### src/rtl/tdm_pkg.sv
// rtl/tdm_pkg.sv - shared constants, state type and slot decode for the TDM demux
package tdm_pkg;

    localparam int NUM_CH = 4;
    localparam int SLOT_W = 2;

    typedef enum logic {
        HUNT   = 1'b0,
        LOCKED = 1'b1
    } state_t;

    // Slot index to one-hot channel strobe
    function automatic logic [NUM_CH-1:0] onehot4(input logic [SLOT_W-1:0] s);
        logic [NUM_CH-1:0] r;
        r    = '0;
        r[s] = 1'b1;
        return r;
    endfunction

endpackage

### src/rtl/sat_counter.sv
// rtl/sat_counter.sv - saturating event counter that sticks at all-ones
module sat_counter #(
    parameter int W = 8
) (
    input  logic         clk,
    input  logic         rst_n,
    input  logic         inc,
    output logic [W-1:0] cnt
);

    // Count increments, holding at the maximum value instead of wrapping
    always_ff @(posedge clk or negedge rst_n) begin
        if (!rst_n) begin
            cnt <= '0;
        end else if (inc && (cnt != {W{1'b1}})) begin
            cnt <= cnt + 1'b1;
        end
    end

endmodule

### src/rtl/tdm_demux4.sv
// rtl/tdm_demux4.sv - registered 1-to-4 TDM demultiplexer with sync tracking
module tdm_demux4
    import tdm_pkg::*;
#(
    parameter int WIDTH = 8,
    parameter int ERR_W = 8
) (
    input  logic              clk,
    input  logic              rst_n,
    input  logic [WIDTH-1:0]  din,
    input  logic              din_valid,
    input  logic              sync,
    output logic [WIDTH-1:0]  c0,
    output logic [WIDTH-1:0]  c1,
    output logic [WIDTH-1:0]  c2,
    output logic [WIDTH-1:0]  c3,
    output logic [NUM_CH-1:0] strobe,
    output logic              frame_done,
    output logic [SLOT_W-1:0] slot,
    output logic              locked,
    output logic              sync_err,
    output logic [ERR_W-1:0]  err_cnt
);

    state_t           state;
    logic [WIDTH-1:0] ch [NUM_CH];
    logic             misalign;

    // A sync marker seen while locked but not at slot 0 abandons the partial frame
    assign misalign = din_valid && sync && (state == LOCKED) && (slot != '0);

    assign c0     = ch[0];
    assign c1     = ch[1];
    assign c2     = ch[2];
    assign c3     = ch[3];
    assign locked = (state == LOCKED);

    // Frame tracking FSM: hunts for sync, then steers each valid word to its slot
    always_ff @(posedge clk or negedge rst_n) begin
        if (!rst_n) begin
            state      <= HUNT;
            slot       <= '0;
            strobe     <= '0;
            frame_done <= 1'b0;
            sync_err   <= 1'b0;
            for (int i = 0; i < NUM_CH; i++) begin
                ch[i] <= '0;
            end
        end else begin
            strobe     <= '0;
            frame_done <= 1'b0;
            sync_err   <= 1'b0;
            if (din_valid) begin
                case (state)
                    HUNT: begin
                        if (sync) begin
                            ch[0]  <= din;
                            strobe <= onehot4(SLOT_W'(0));
                            slot   <= SLOT_W'(1);
                            state  <= LOCKED;
                        end
                    end
                    LOCKED: begin
                        if (misalign) begin
                            ch[0]    <= din;
                            strobe   <= onehot4(SLOT_W'(0));
                            slot     <= SLOT_W'(1);
                            sync_err <= 1'b1;
                        end else begin
                            ch[slot]   <= din;
                            strobe     <= onehot4(slot);
                            slot       <= slot + SLOT_W'(1);
                            frame_done <= (slot == SLOT_W'(NUM_CH - 1));
                        end
                    end
                    default: state <= HUNT;
                endcase
            end
        end
    end

    sat_counter #(
        .W(ERR_W)
    ) u_err_cnt (
        .clk  (clk),
        .rst_n(rst_n),
        .inc  (misalign),
        .cnt  (err_cnt)
    );

endmodule

### config.mk
export PLATFORM = sky130hd
export DESIGN_NAME = tdm_demux4
export DESIGN_NICKNAME = d
export VERILOG_FILES = /design/src/rtl/tdm_pkg.sv /design/src/rtl/sat_counter.sv /design/src/rtl/tdm_demux4.sv
export SDC_FILE = /design/constraint.sdc
export NUM_CORES = 1
export LEC_CHECK = 0
export ABC_AREA = 1
export ABC_CLOCK_PERIOD_IN_PS = 3180
export CORE_MARGIN = 2
export CORE_UTILIZATION = 51
export DETAILED_ROUTE_END_ITERATION = 8
export GPL_ROUTABILITY_DRIVEN = 0
export HOLD_SLACK_MARGIN = 0.03
export PLACE_DENSITY = 0.89
export SLEW_MARGIN = 10
export SYNTH_ARGS = -nofsm -noshare
export SYNTH_HDL_FRONTEND = slang
export SYNTH_SLANG_ARGS = --single-unit
### constraint.sdc
create_clock -name clk -period 3.18 [get_ports clk]
set_clock_uncertainty 0.1 [all_clocks]
set_input_delay 0.636 -clock clk [delete_from_list [all_inputs] [get_ports clk]]
set_output_delay 0.636 -clock clk [all_outputs]
set_load 0.02 [all_outputs]
; ---- Word-level counts from Yosys, hierarchy flattened
; Index checks and enable logic that the tools add are counted.
[word_totals]
register_bits = 49
input_bits = 12
out_inout_bits = 49
word_cells = 54
[classes]
n_addsub = 2
order_cmp = 4
eq_ne = 3
mux = 23
bitwise = 3
n_reduce_logical = 9
[op_table]
columns = cell, n
row1 = $bwmux 32, 1
row2 = $mux 8, 3
row3 = $demux 8 s2, 1
row4 = $pmux 8 s2, 1
row5 = $mux 1, 10
row6 = $add 8x1->8 const B, 1
row7 = $mux 4, 2
row8 = $ne 8x8->1 const B, 1
row9 = $pmux 4 s2, 1
row10 = $logic_and 1x1->1, 6
row11 = $mux 2, 2
row12 = $pmux 2 s2, 1
row13 = $ge 3x3->1 const B, 1
row14 = $lt 2x3->1 const B, 1
row15 = $lt 3x1->1 const B, 1
row16 = $not 2->3, 1
row17 = $reduce_and 3->1, 1
row18 = $add 2x1->2 const B, 1
row19 = $demux 1 s2, 1
row20 = $eq 2x2->1 const B, 1
row21 = $ge 2x1->1 const B, 1
row22 = $ne 2x2->1 const B, 1
row23 = $not 1->1, 2
row24 = $reduce_and 2->1, 1
row25 = $reduce_bool 2->1, 1

; ---- Longest topological paths before layout
; Gate-level depths: netlist of the first run.
[logic_depth]
ltp_word = 8
ltp_mapped = 9
ltp_nobuf = 9

; ---- Cells and area by module
; Synthesis of the first run repeated with hierarchy kept, for this count alone.
[hier_totals]
hier_cells = 245
area_unflattened_um2 = 2227.1
[modules_own_cells]
columns = module, n_inst, cells_per_inst, area_each_um2, seq_area_each_um2
row1 = tdm_demux4, 1, 182, 1744.2, 1001.0
row2 = sat_counter, 1, 63, 483.0, 200.2

; ---- Worst setup path after synthesis of the first run
; Ideal clock, no wire load.
[synth_path]
kind = register to register
from = register slot[0]
to = register ch, in the netlist c2[0]
setup_ns = 0.123
t_arrival_ns = 1.448
required_time_ns = 2.957
slack_ns = 1.509
stages_incl_launch_ff = 9
path_buffers = 1
period_less_slack_ns = 1.671
path_cell_list = dfrtp_1 inv_1 ha_1 inv_2 nand2_4 nand3_4 clkbuf_2 o21ai_0 nand2_1
[synth_between]
elab_chain_cells = 6
[synth_rtl]
columns = element, line_no
row1 = start: declaration, tdm_demux4.sv:19  ; output logic [SLOT_W-1:0] slot,
row2 = start signal: assignment, tdm_demux4.sv:72  ; slot <= slot + SLOT_W'(1);
row3 = $not 2->3 (not written as such), tdm_demux4.sv:70  ; ch[slot] <= din;
row4 = $ge 3x3->1 (not written as such) / $lt 3x1->1 (equally long branches), tdm_demux4.sv:70
row5 = $logic_and 1x1->1 (not written as such), tdm_demux4.sv:70
row6 = $mux 8 (not written as such), tdm_demux4.sv:70
row7 = $demux 8 s2, tdm_demux4.sv:70
row8 = $bwmux 32, tdm_demux4.sv:70
row9 = end signal: indexed assignment, tdm_demux4.sv:70
row10 = end: declaration, tdm_demux4.sv:26  ; logic [WIDTH-1:0] ch [NUM_CH];
; Parallel ways exist; a longest one is shown, timed or not.
; A chain may end at the register's enable or synchronous reset.

; ---- Final worst setup path of the first run
[layout_path]
from = register state, in the netlist locked
to = output locked
[layout_rtl]
columns = element, line_no
row1 = start: declaration, tdm_demux4.sv:25  ; state_t state;
row2 = start signal: assignment, tdm_demux4.sv:41  ; state <= HUNT;
row3 = start signal: assignment, tdm_demux4.sv:60  ; state <= LOCKED;
row4 = start signal: assignment, tdm_demux4.sv:76  ; default: state <= HUNT;
row5 = end: declaration, tdm_demux4.sv:20  ; output logic locked,
; No word-level cell between the ends.

==> metrics.txt, run 1 <==
Detailed Route Iter0 Violations=between 100 and 150; area of placed instances=2740 sq um; layout cells sized above 1=0.0746; required time worst endpoint=approximately 2400 ps; Starting Density=0.528; Final Cell Area=~2800 sq um; max-cap violations=0; FP Rows=23; Max-slew headroom=0.311; WL per Instance=14.2 microns; CP Launch Type=register; CTS root buf=clkbuf_8; H-tree depth=2; reg2reg start=slot[0]; area grow syn2layout=34.2%; Synth Flop Type=dfrtp_1; Final Hold Viols=0; Synth Register Bits=between 40 and 50; CTS Buf Count=5; Critical R2R Capture=c1[2]; FF+latch area=1200 sq um; status=finished, final reports clean; fmax=458 MHz; Die Height=between 60 and 70 microns; PD cells=between 800 and 900 nW/um^2; share of the synthesized area in the top cell type=0.568; Yosys cell types=23; Post-route DRC=0; post-CTS setup buffer count=0; via count=roughly 1,700; # diodes=0; worst-case clock buffer depth=2; Ys Warns=0; worst min path class=reg2reg; critical path class=reg2out; Slew Limit Fails=0; I/O pins=just over 60; RSZ-0062 raised after global routing=false; Critical Path End Type=output pin; Leakage=approximately 1.3 nW; initial antenna violation count=0; CTS resizes=0; Synth Area in XOR/XNOR=0.0124; EDFF count, synth=0; ranking of synthesized cells by area=dfrtp_1 57%, nand2_1 16%, o21ai_0 7.3%; cell with the most instances after synthesis=nand2_1; reg-to-reg slack, setup=approximately 1300 ps; Final min period=roughly 2200 ps; largest family of logic cells by synthesized area=simple AND/OR/NAND/NOR gates; number of routed nets with antenna violations=0; Filler cells=303; core area=between 4000 and 5000 sq um; drt first pass iters=4; Setup TNS=0 ps; Finish-stage setup viols=0; syn_nets=between 200 and 250; simple-gate share of the synthesized area=0.242; wirelength, routed=~4.9 mm; multiplexer share of the synthesized area=0; Die Wd=about 70 microns; per-instance average area after synthesis=9.15 sq um; max incr delay on CP=660 ps; crit path max fanout=5; crit path from=locked; sequential share of the synthesized area=0.568; critical path arrival=approximately 1500 ps; Post-synth top cells=89 x nand2_1, 48 x dfrtp_1, 31 x o21ai_0; Gate Count Post-Synth=around 230; vias in the first global route=around 1,600; delay-heaviest family, CP=buffers and inverters; Post-CTS Hold Fix Bufs=0; Layout Nets=311; Adder-Cell Fraction of Synth Area=0.0296; post-synthesis compound-gate area fraction=0.0953; first-pass GRT wire length=around 7.8 mm; Cell Area, Synth=roughly 2100 sq um; Worst-Skew Late Latency=about 300 ps; asr flop ratio synth=1.00; maximum vdd drop=slightly below 600 uV; Final period util=0.687; Die ar.=around 4700 sq um; leading area contributor after synthesis=dfrtp_1; last element of the critical path=locked; CTS tree=built; Detailed Place HPWL=approximately 3.5 mm; critical path depth=1; total grt overflow=0; Buffers on Ports=60; CTS clk-pin slew, worst paths=80 ps; Multi-input gate area=~800 sq um; slowest cell on the critical path=clkdlybuf4s50_1; Num Clock Sinks=48; critical path cell sequence=clkdlybuf4s50_1; gr usage total=0.235; Buf/Inv on CP=1; pin count of the biggest net entering global routing=49; total design power=~0.0025 W; FF-to-FF path depth=8; Vias/cell=4.98; Worst Max-Slew Pin Slew=between 1000 and 1500 ps
[state kept, by name, indices dropped and copies added (netlist names)]
name and cells:
c0 8, c1 8, c2 8, c3 8, u_err_cnt.cnt 8, strobe 3, slot 2, frame_done 1
locked 1, sync_err 1
[cell usage in the layout (no fill, tap or decap), drive strengths merged]
cell and n:
xor2 2, o22ai 1, dfrtp 48, nor2 10
nand3 7, clkbuf 6, nand4 2, nand2 93
o21ai 36, xnor2 1, clkinv 2, ha 5
buf 1, inv 22, clkdlybuf4s50 59
[stage by stage]
stage / utilization / std cells / hold WS [ps] / setup WS [ps]
after floorplan: - / 231 / 240 / 1510
after global placement: 0.686 / 337 / 379 / 1080
after detailed placement: 0.686 / 337 / 382 / 1010
after CTS: 0.709 / 345 / 403 / 990
after global routing: 0.709 / 345 / 437 / 946
final: 0.709 / 345 / 397 / 996
[layout make-up]
class	count	area share
sequential	48	0.424
multi-input combinational	157	0.282
timing repair buffer	60	0.210
clock buffer	6	0.0291
inverter	22	0.0291
tap	50	0.0221
clock inverter	2	0.00353
[cells by family after synthesis]
logic type      after synthesis
simple gates                112
buf+inv                      26
xor+xnor                      3
fa+ha+maj                     5
flops                        48
compound gates               37
[worst min path at each step]
stage	startpoint	to	cells after the start
6_report	c2[7]	c2[7]	2
3_5_place_dp	c2[7]	c2[7]	2
5_1_grt	c3[5]	c3[5]	2
4_1_cts	c2[7]	c2[7]	2
2_1_floorplan	rst_n	c0[0]	0
3_3_place_gp	c2[7]	c2[7]	2
[where the power goes]
group          switching [W]  internal (W)  leakage, nW  total (W)
clock               0.000196      0.000174       0.0510   0.000370
sequential          0.000148      0.000825        0.603   0.000973
combinational       0.000628      0.000499        0.678    0.00113
total               0.000972       0.00150         1.33    0.00247
[per-layer routing]
layer  GRT usage  wire length, microns  vias up
li1            -                     -      856
met1       0.309                  2100      800
met2       0.369                  2420       49
met3      0.0411                   243       13
met4       0.128                   146        0
met5           0                     0        -
No activity file was read; power rests on OpenSTA's default activity.
==> run 2: changes to the inputs <==
- ABC_CLOCK_PERIOD_IN_PS: 3180 -> 1900
- CORE_UTILIZATION: 51 -> 42
- PLACE_DENSITY: 0.89 -> 0.79
- clock period: 3.18 -> 1.9 ns (I/O delays scaled with it)
==> metrics.txt, run 2 (synthesized netlist as in run 1, its figures left out) <==
vias in the first global route=1,611 (+3.3%); Max-slew headroom=0.636 (+0.325); combinational share of power=0.464 (+0.008); Clk pwr share=0.141 (-0.009); net switching power=0.00162 W (+66%); Starting Density=0.442 (-0.0867); commonest cells after routing, fill and taps aside=89 x nand2_1, 55 x clkdlybuf4s50_1, 48 x dfrtp_1; Layout Nets=314 (+0.96%); Post-route DRC=0 (unchanged); Buffers on Ports=60 (unchanged); number of routed nets with antenna violations=0 (unchanged); Vias/cell=4.69 (-5.8%); Worst-Skew Late Latency=290 ps (about the same); non-filler cells, final=364 (+5.5%); Die Wd=74.9 microns (+9.6%); worst min path class=reg2reg; wirelength, routed=4.88 mm (-0.57%); I/O pins=61 (unchanged); drt first pass iters=4 (unchanged); maximum vdd drop=1030 uV (+73%); required time worst endpoint=1420 ps (-1020 ps); slowest cell on the critical path=clkdlybuf4s50_1; Internal=0.00248 W (+65%); crit path max fanout=5 (unchanged); area grow syn2layout=37.3%; Final Hold Viols=0 (unchanged); Leakage=1.39 nW (+4.6%); CP Launch Type=register; first-pass GRT wire length=7.70 mm (-1.2%); via count=1,708 (-0.58%); total design power=0.00409 W (+66%); Inst Count DP=356 (+5.6%); Die Height=74.9 microns (+9.6%); Die ar.=5620 sq um (+20%); CTS tree=built; gr usage total=0.184 (-0.0505); most common cell after layout, fill and taps aside=nand2_1; max incr delay on CP=630 ps (-30 ps); Buf/Inv on CP=1 (unchanged); FP Rows=25 (+8.7%); initial antenna violation count=0 (unchanged); Setup TNS=0 ps (unchanged); worst-case clock buffer depth=2 (unchanged); WL per Instance=13.4 microns (-5.8%); total grt overflow=0 (unchanged); Slew Limit Fails=0 (unchanged); RSZ-0062 raised after global routing=false; CTS Buf Count=5 (unchanged); Final min period=approximately 1800 ps; critical path arrival=1360 ps (-90 ps); CTS root buf=clkbuf_8; Flop pwr share=0.395 (about the same); Critical Path End Type=output pin; Num Clock Sinks=48 (unchanged); H-tree depth=2 (unchanged); CTS clk-pin slew, worst paths=80 ps (about the same); PD cells=1410 nW/um^2 (+62%); # diodes=0 (unchanged); critical path cell sequence=clkdlybuf4s50_1; switching portion of total power=0.395 (+0.00139); delay-heaviest family, CP=buffers and inverters; core area=4790 sq um (+20%); post-CTS setup buffer count=0 (unchanged); status=finished, final reports clean; critical path class=reg2out; layout cells sized above 1=0.0774 (+0.00286); Final period util=0.969; Detailed Place HPWL=3.56 mm (+1.7%); Worst Max-Slew Pin Slew=546 ps (-488 ps); max-cap violations=0 (unchanged); Finish-stage setup viols=0 (unchanged); Detailed Route Iter0 Violations=118 (-13%); pin count of the biggest net entering global routing=29 (-41%); fmax=approximately 540 MHz
-- run 2: area by class of cell --
| type | count | area [sq um] |
|---|---|---|
| Sequential cell | 48 | 1200 |
| Multi-Input combinational cell | 157 | 801 |
| Timing Repair Buffer | 63 | 652 |
| Tap cell | 67 | 83.8 |
| Inverter | 22 | 82.6 |
| Fill cell | 422 | 1880 |
| Clock buffer | 5 | 68.8 |
| Clock inverter | 2 | 12.5 |
-- run 2: through the flow --
| step | worst slack, ps | hold slack (ps) | util | area [sq um] |
|---|---|---|---|---|
| 2_1_floorplan | 229 | -15.6 | - | 2110 |
| 3_3_place_gp | 72.2 | 297 | 0.586 | 2800 |
| 3_5_place_dp | 23.1 | 300 | 0.586 | 2800 |
| 4_1_cts | 7.37 | 404 | 0.605 | 2890 |
| 5_1_grt | 3.10 | 425 | 0.606 | 2900 |
| 6_report | 58.8 | 402 | 0.606 | 2900 |
-- run 2: repair_timing --
action | in CTS | in global routing
setup endpoints to repair | 1 | 3
hold buffers | 1 | 0
gates resized for setup | 1 | 3
hold endpoints to repair | 23 | 0
-- run 2: worst paths after layout --
kind | cells after the start | slack, ps | endpoint | from
max | 1 | 60 | err_cnt[1] | u_err_cnt.cnt[1]
min | 2 | 400 | c2[5] | c2[5]
max reg2reg | 8 | 200 | c1[3] | slot[0]
min reg2reg | 2 | 400 | c2[5] | c2[5]
max in group asynchronous | 3 | 690 | u_err_cnt.cnt[4] | rst_n
min in group asynchronous | 2 | 490 | c1[7] | rst_n
-- run 2: power groups by stage --
stage          combinational [W]  clock [W]  sequential (W)
2_1_floorplan           0.000531          0         0.00205
3_3_place_gp             0.00187          0         0.00163
3_5_place_dp             0.00192          0         0.00164
4_1_cts                  0.00192   0.000593         0.00162
5_1_grt                  0.00207   0.000630         0.00166
6_report                 0.00190   0.000577         0.00162
-- run 2: per-layer routing --
layer  wire length, microns  share of wire  global-route usage
met5                      0              0                   0
met3                    158          0.032              0.0375
met2                   2480           0.51               0.311
met4                     74          0.015              0.0476
met1                   2170           0.44               0.243
